<file path="src/rtl/instr_receive_buffer.sv">
`default_nettype none
// ============================================================================
// Module : instr_receive_buffer
// Requests instruction words from the transmitter and queues them in a
// show-ahead FIFO for the decode stage. RECV_ACK_TIMEOUT_EN adds an ack watchdog.
// Rev    : 1.0
// ============================================================================
module instr_receive_buffer #(
  parameter int IWIDTH    = 32,
  parameter int FDEPTH    = 4,
  parameter int NUM_INSTR = 36,
  parameter int TIMEOUT   = 8
) (
  input  logic                         t_clk,
  input  logic                         t_rst,
  input  logic                         r_i_en,
  input  logic                         r_i_flush,
  output logic                         r_o_syn,
  input  logic [IWIDTH-1:0]            r_i_instr,
  input  logic                         r_i_ack,
  output logic [IWIDTH-1:0]            r_o_instr,
  output logic                         r_o_valid,
  input  logic                         r_i_ready,
  output logic [$clog2(NUM_INSTR)-1:0] r_o_idx,
  output logic [$clog2(FDEPTH):0]      r_o_count,
  output logic                         r_o_err
);

  localparam int PW = $clog2(FDEPTH);
  localparam int CW = PW + 1;
  localparam int XW = $clog2(NUM_INSTR);
  localparam int SW = PW + 2;
  localparam int AW = ((XW > SW) ? XW : SW) + 1;

  typedef enum logic [1:0] {
    S_IDLE  = 2'd0,
    S_RUN   = 2'd1,
    S_WAIT  = 2'd2,
    S_FLUSH = 2'd3
  } state_t;

  state_t            state_q, state_d;
  logic              req_q, req_d;
  logic              syn_q, syn_d;
  logic              err_q, err_d;
  logic [XW-1:0]     idx_q, idx_d;
  logic [CW-1:0]     count_q, count_d;
  logic [PW-1:0]     wptr_q, wptr_d;
  logic [PW-1:0]     rptr_q, rptr_d;
  logic [IWIDTH-1:0] mem_q [FDEPTH];
  logic [IWIDTH-1:0] mem_d [FDEPTH];

  logic          discard;
  logic          ack_ok;
  logic          full;
  logic          push;
  logic          pop;
  logic          tmo_expire;
  logic [SW-1:0] demand;
  logic [AW-1:0] idx_sum;

`ifdef RECV_ACK_TIMEOUT_EN
  localparam int TW = $clog2(TIMEOUT + 1);
  logic [TW-1:0] tmo_q, tmo_d;
  logic          miss;

  // A missing ack is any cycle where syn_q expects data that does not arrive.
  always_comb begin
    miss  = syn_q && !r_i_ack && !r_i_flush &&
            ((state_q == S_RUN) || (state_q == S_WAIT));
    tmo_d = tmo_q;
    if (r_i_ack || r_i_flush) begin
      tmo_d = '0;
    end else if (miss) begin
      tmo_d = (tmo_q == TW'(TIMEOUT - 1)) ? '0 : tmo_q + TW'(1);
    end
  end

  assign tmo_expire = miss && (tmo_q == TW'(TIMEOUT - 1));

  always_ff @(posedge t_clk or negedge t_rst) begin
    if (!t_rst) begin
      tmo_q <= '0;
    end else begin
      tmo_q <= tmo_d;
    end
  end
`else
  assign tmo_expire = 1'b0;
`endif

  always_comb begin
    state_d = state_q;
    req_d   = 1'b0;
    syn_d   = req_q;
    err_d   = err_q;
    idx_d   = idx_q;
    count_d = count_q;
    wptr_d  = wptr_q;
    rptr_d  = rptr_q;
    mem_d   = mem_q;

    discard = r_i_flush || (state_q == S_FLUSH);
    ack_ok  = r_i_ack && syn_q && !discard;
    full    = (count_q == CW'(FDEPTH));
    push    = ack_ok && !full;
    pop     = (count_q != '0) && r_i_ready && !r_i_flush;
    demand  = SW'(count_q) + SW'(syn_q) + SW'(req_q);

    // Flushed words still consumed transmitter indices, so skip past them.
    idx_sum = AW'(idx_q) + AW'(count_q) + AW'(syn_q) + AW'(req_q);
    if (idx_sum >= AW'(NUM_INSTR)) begin
      idx_sum = idx_sum - AW'(NUM_INSTR);
    end

    if ((r_i_ack && !syn_q && !discard) || (ack_ok && full)) begin
      err_d = 1'b1;
    end

    if (r_i_flush) begin
      state_d = S_FLUSH;
      wptr_d  = '0;
      rptr_d  = '0;
      count_d = '0;
      idx_d   = idx_sum[XW-1:0];
    end else begin
      if (push) begin
        mem_d[wptr_q] = r_i_instr;
        wptr_d        = wptr_q + PW'(1);
      end
      if (pop) begin
        rptr_d = rptr_q + PW'(1);
        idx_d  = (idx_q == XW'(NUM_INSTR - 1)) ? '0 : idx_q + XW'(1);
      end
      if (push && !pop) begin
        count_d = count_q + CW'(1);
      end else if (pop && !push) begin
        count_d = count_q - CW'(1);
      end

      case (state_q)
        S_IDLE:  if (r_i_en) state_d = S_RUN;
        S_RUN: begin
          if (!r_i_en) begin
            state_d = S_WAIT;
          end else begin
            req_d = (demand < SW'(FDEPTH));
          end
        end
        S_WAIT:  if (!syn_q) state_d = S_IDLE;
        S_FLUSH: state_d = r_i_en ? S_RUN : S_IDLE;
        default: state_d = S_IDLE;
      endcase

      if (tmo_expire) begin
        err_d   = 1'b1;
        req_d   = 1'b0;
        syn_d   = 1'b0;
        state_d = S_IDLE;
      end
    end
  end

  always_ff @(posedge t_clk or negedge t_rst) begin
    if (!t_rst) begin
      state_q <= S_IDLE;
      req_q   <= 1'b0;
      syn_q   <= 1'b0;
      err_q   <= 1'b0;
      idx_q   <= '0;
      count_q <= '0;
      wptr_q  <= '0;
      rptr_q  <= '0;
      mem_q   <= '{default: '0};
    end else begin
      state_q <= state_d;
      req_q   <= req_d;
      syn_q   <= syn_d;
      err_q   <= err_d;
      idx_q   <= idx_d;
      count_q <= count_d;
      wptr_q  <= wptr_d;
      rptr_q  <= rptr_d;
      mem_q   <= mem_d;
    end
  end

  assign r_o_syn   = req_q;
  assign r_o_valid = (count_q != '0);
  assign r_o_instr = mem_q[rptr_q];
  assign r_o_idx   = idx_q;
  assign r_o_count = count_q;
  assign r_o_err   = err_q;

endmodule
`default_nettype wire

</file>
<file path="config.mk">
export PLATFORM = sky130hd
export DESIGN_NAME = instr_receive_buffer
export DESIGN_NICKNAME = d
export VERILOG_FILES = /design/src/rtl/instr_receive_buffer.sv
export SDC_FILE = /design/constraint.sdc
export NUM_CORES = 1
export LEC_CHECK = 0
export ABC_CLOCK_PERIOD_IN_PS = 3050
export BUFFER_PORTS_ARGS = -buffer_cell sky130_fd_sc_hd__buf_2
export CAP_MARGIN = 20
export CELL_PAD_IN_SITES_DETAIL_PLACEMENT = 0
export CELL_PAD_IN_SITES_GLOBAL_PLACEMENT = 1
export CORE_MARGIN = 10
export CORE_UTILIZATION = 45
export DETAILED_ROUTE_END_ITERATION = 10
export PLACE_DENSITY = 0.81
export REMOVE_ABC_BUFFERS = 1
export SYNTH_ARGS = -nofsm -noshare
export SYNTH_HDL_FRONTEND = slang
export SYNTH_SLANG_ARGS = --single-unit
</file>
<file path="constraint.sdc">
create_clock -name t_clk -period 3.05 [get_ports t_clk]
set_input_delay 0.305 -clock t_clk [delete_from_list [all_inputs] [get_ports t_clk]]
set_output_delay 0.305 -clock t_clk [all_outputs]
set_load 0.02 [all_outputs]
</file>
Yosys cells after proc, flatten, opt, wreduce, memory -nomap -nowiden. Cells that the tools add are included.

Register bits: 146. Bits in latches: 0. RAM bits: 0. ROM bits: 0. Bits of input ports: 38. Output and inout bits: 44. Word-level logic and storage cells: 91. Memories: 0.

$add $sub $neg: 11. Multipliers: 0. Div/mod/pow operators: 0. Order comparisons: 5. Eq/ne operators: 8. Shift operators: 0. Muxes and demuxes: 26. Bitwise logic cells: 3. Reductions and logical operators: 26.

Operators with widths (count): $bwmux W128 (1); $mux W32 (3); $bmux W32 S2 (1); $demux W32 S2 (1); $mux W6 (4); $mux W2 (8); $add A7 B1 Y7 (2); $logic_and A1 B1 Y1 (11); $mux W3 (3); $ne A3 B3 Y1 const B (3); $pmux W2 S4 (1); $add A6 B3 Y7 (1); $ge A7 B6 Y1 const B (1); $add A6 B1 Y6 const B (1); $eq A6 B6 Y1 const B (1); $ge A3 B3 Y1 const B (2); $logic_not A1 Y1 (6); $not A2 Y3 (2); $reduce_bool A3 Y1 (2); $sub A6 B6 Y6 const B (1); $add A2 B1 Y2 const B (2); $add A3 B1 Y4 (1); $add A4 B1 Y4 (1); $eq A2 B2 Y1 const B (2); 13 further kinds (18).

Logic depth before layout (Yosys ltp).
Depth after elaboration: 10. Mapped depth: 11. Mapped depth without buffers: 11.

Worst setup path before layout. OpenSTA, ideal clock, no wires.

Path kind: reg2reg. Start: register req_q, in the netlist r_o_syn. End: register idx_q[5], in the netlist r_o_idx[5]. Setup time: 82 ps. Data arrival time: 2731 ps. Required time: 2968 ps. Path slack: 237 ps. Stages on the path, launching flop included: 10. Buffers on the path: 0. Clock period less this slack: 2813 ps. Path through: dfrtp_1 -> fa_1 -> ha_1 -> inv_1 -> fa_1 -> nor2b_1 -> o22a_1 -> xnor2_1 -> or4_1 -> a31oi_1.

Cells in the longest elaborated chain, start to end: 4. Elaborated cells on any way between the ends: 5. Classes of those cells: add/sub (2); order compare (1); mux (2).

RTL lines: from (decl) (RTL line 43) `logic req_q, req_d;`; from (signal assigned) (RTL line 177) `req_q <= req_d;`; $add A7 B1 Y7 * (RTL line 111) `idx_sum = AW'(idx_q) + AW'(count_q) + AW'(syn_q) + AW'(req_q);`; $sub A6 B6 Y6 / $ge A7 B6 Y1 (equally long branches) (RTL line 113, 112); $mux W6 * (RTL line 112) `if (idx_sum >= AW'(NUM_INSTR)) begin`; $mux W6 * (RTL line 120) `if (r_i_flush) begin`; to (signal assigned) (RTL line 180) `idx_q <= idx_d;`; to (decl) (RTL line 46) `logic [XW-1:0] idx_q, idx_d;`.

Mark *: on every way between the ends. The rest lies on a longest branch, timed or not. A chain may end at the register's enable or synchronous reset.

Worst setup path after layout. Ends and elaborated chain as after synthesis.

==> results.toml <==
[status]
status = "complete, but fails checks"
violations = "hold timing"

[critical_path]
r2r_cells = 9
r2r_setup_slack_ns = 0.20
crit_required_ns = 3.39
startpoint_type = "flip-flop"
end_kind = "flip-flop"
setup.worst_path.class = "reg2reg"
crit_fanout = 4
worst_ep_arrival_time_ns = 3.19
r2r-end = "r_o_idx[5]"
reg2reg_from = "r_o_syn"

[place]
portBuffers = 81
post-place-ws_ns = 0.0447
finalWeightedCongestion = 0.844
dp.cells = 726
hpwlAfterDp_mm = 9.60

[route]
ant_nets = 0
routed_wl_mm = 14.9
wire_per_inst_um = 19.6
vias = 4255
drt_iter0_drc = 190
dr.pass1.iters = 4
route.detailed.drc = 0
routed_via_density = 5.60

[synthesis]
synth_top_area_share = 0.531
synth-xor-area-share = 0.0127
syn_inst = 468
synthAdderAreaFrac = 0.0342
synth_compound_area_frac = 0.0395
synth_edf_count = 0
synth_simple_gate_area_share = 0.0413
ys_seq_elements = 146
synth_top_family_by_area = "multiplexers"
avgSynthCellArea_sq_um = 14.7
synthArstFlopShare = 1.00
ys_seq_area_frac = 0.531
yosys_warnings = 0
yosys-mux-area-fraction = 0.319
synth_top_cell_by_area = "dfrtp_1"
ys_types = 45
synth_ff_type = "dfrtp_1"
synth_area_leaders = "dfrtp_1 (53%), mux2_2 (20%), mux4_2 (10%), ha_1 (2.5%), mux2_1 (1.1%)"
netlist_area_sq_um = 6880

[cells_and_area]
fin_cells = 760
drive_above_1_share = 0.513
fin_nets = 613
synthToLayoutAreaGrowth_pct = 19.9

[global_route]
grt_first_pass_wirelength_mm = 24.1
grt_pass1_vias = 4694
grtUsageTotal = 0.151
antenna_found_initial = 1
grt_max_degree = 94
grt_overflow_total = 0

[sta]
final-hold-violation-count = 35
hold_ws_ns = -0.0490
setup_viol = 0
timing.final.crit_share = 0.935
fin_crit_ns = 2.85
relSlewSlack = 0.425
finalClockSkew_ns = 0.0105
drv_slew = 0
tightest_slew_ns = 0.863
fmax_ghz = 0.351
fin_ws_ns = 0.198

[clock_network]
postCtsHoldBufs = 0
tritoncts = "yes"
cts_root_buf = "clkbuf_16"
h-tree-depth = 4
clockBufferDepth = 2
numCtsBuffers = 17
insertion_delay_ns = 0.42
path_clk_slew_ns = 0.07
clkSinkCount = 146

[power_and_ir_drop]
p_per_area_nw_per_um2 = 794
vdd_drop_max_uv = 452
p_leak_nw = 4.06

[floorplan]
dieArea_sq_um = 20600
ios = 82
die_x_um = 144
start_util = 0.456
die_y_um = 144
core_area_sq_um = 15100
num_rows = 45

[run]
maxCapViolations = 0

[worst_hold_path]
worstHoldPathType = "in2async"
## worst max-delay path, stage by stage, from the launching register on
cell and delay (ns):
dfrtp_1 0.43, fa_1 0.56, ha_1 0.18, inv_1 0.06, fa_2 0.39, nor2b_1 0.17, o22a_2 0.19, xnor2_1 0.11
or4_1 0.50, a31oi_1 0.17
## power breakdown
group,switching (mW),internal (mW)
Combinational,1.05,0.871
Clock,0.808,1.47
Sequential,0.218,2.13
## state kept, by name (all words and copies together), names as in the netlist
signal     cells
mem_q        128
r_o_err        1
r_o_idx        6
syn_q          1
rptr_q         2
wptr_q         2
state_q        2
r_o_syn        1
r_o_count      3
## repair_timing
item	4_1_cts	5_1_grt
resized for setup	0	7
buffers inserted	0	1
setup endpoints to repair	0	4
## how the worst max path moves through the flow
stage	start	endpoint	cells past startpoint
2_1_floorplan	r_o_syn	r_o_idx[5]	9
3_3_place_gp	r_o_syn	r_o_idx[5]	9
3_5_place_dp	r_o_idx[0]	r_o_idx[3]	10
4_1_cts	r_o_idx[0]	r_o_idx[4]	10
5_1_grt	r_o_idx[2]	r_o_idx[4]	11
6_report	r_o_syn	r_o_idx[5]	9
## final cells by class
cell class              count  area (sq um)
clock inverters            14           211
well taps                 188           235
flip-flops and latches    146          3660
clock buffers              18           439
multi-input cells         283          3110
fillers                  1261          6840
repair buffers             94           534
diodes                      1          2.50
inverters                  16          60.1
## per-layer routing
layer,up-vias,routed length (um),GRT usage
li1,1916,-,-
met1,2204,6420,0.184
met2,120,7390,0.248
met3,15,867,0.0455
met4,0,184,0.0516
met5,-,0,0
## stage by stage
step	setup TNS, ns	hold slack (ns)	utilization	instance area (sq um)	power [mW]
floorplan	0	0.00941	-	6780	3.61
global placement	0	0.433	0.501	7560	4.19
detailed placement	0	0.458	0.501	7560	4.25
CTS	0	0.00129	0.544	8210	6.56
global route	-0.0267	0.0179	0.546	8240	6.93
finish	0	-0.0490	0.546	8250	6.55
## layout by cell type, fill, tap and decap left out, drive strengths merged, types with 2 or more instances in the layout
cell        n
clkbuf     18
inv        16
and3        5
nor4        2
bufinv      5
mux2      128
clkinv      4
and2        2
o31ai       2
mux4       32
clkinvlp    5
o21ai       6
mux2i       3
nor2       13
ha         14
xnor2       9
or3         2
fa          3
o311ai      2
nand3       3
dfrtp     146
buf        94
nor3b       2
a211oi      6
nand2      14
a21oi       9
nand2b      4
a31oi       5
## cells in the mapped netlist, types with 3 or more instances
library cell	instances
a211oi_1	6
a21oi_1	9
a31oi_1	5
and3_1	5
buf_1	7
buf_2	6
clkbuf_1	10
dfrtp_1	146
fa_1	3
ha_1	14
inv_1	16
mux2_1	7
mux2_2	121
mux2i_1	3
mux4_2	32
nand2_1	14
nand2b_1	4
nand3_1	3
nor2_1	13
o21ai_0	6
xnor2_1	9
## cells by family (layout without fill, tap and decap cells)
family / count (synthesis) / count (layout)
and+or+nand+nor: 53 / 53
muxes: 163 / 163
AOI/OAI and AO/OA: 40 / 40
buffers and inverters: 39 / 142
DFF: 146 / 146
xor gates and xnor gates: 10 / 10
other: 0 / 1
adders and majority gates: 17 / 17
Note: power is estimated with default switching activity, not from simulation.
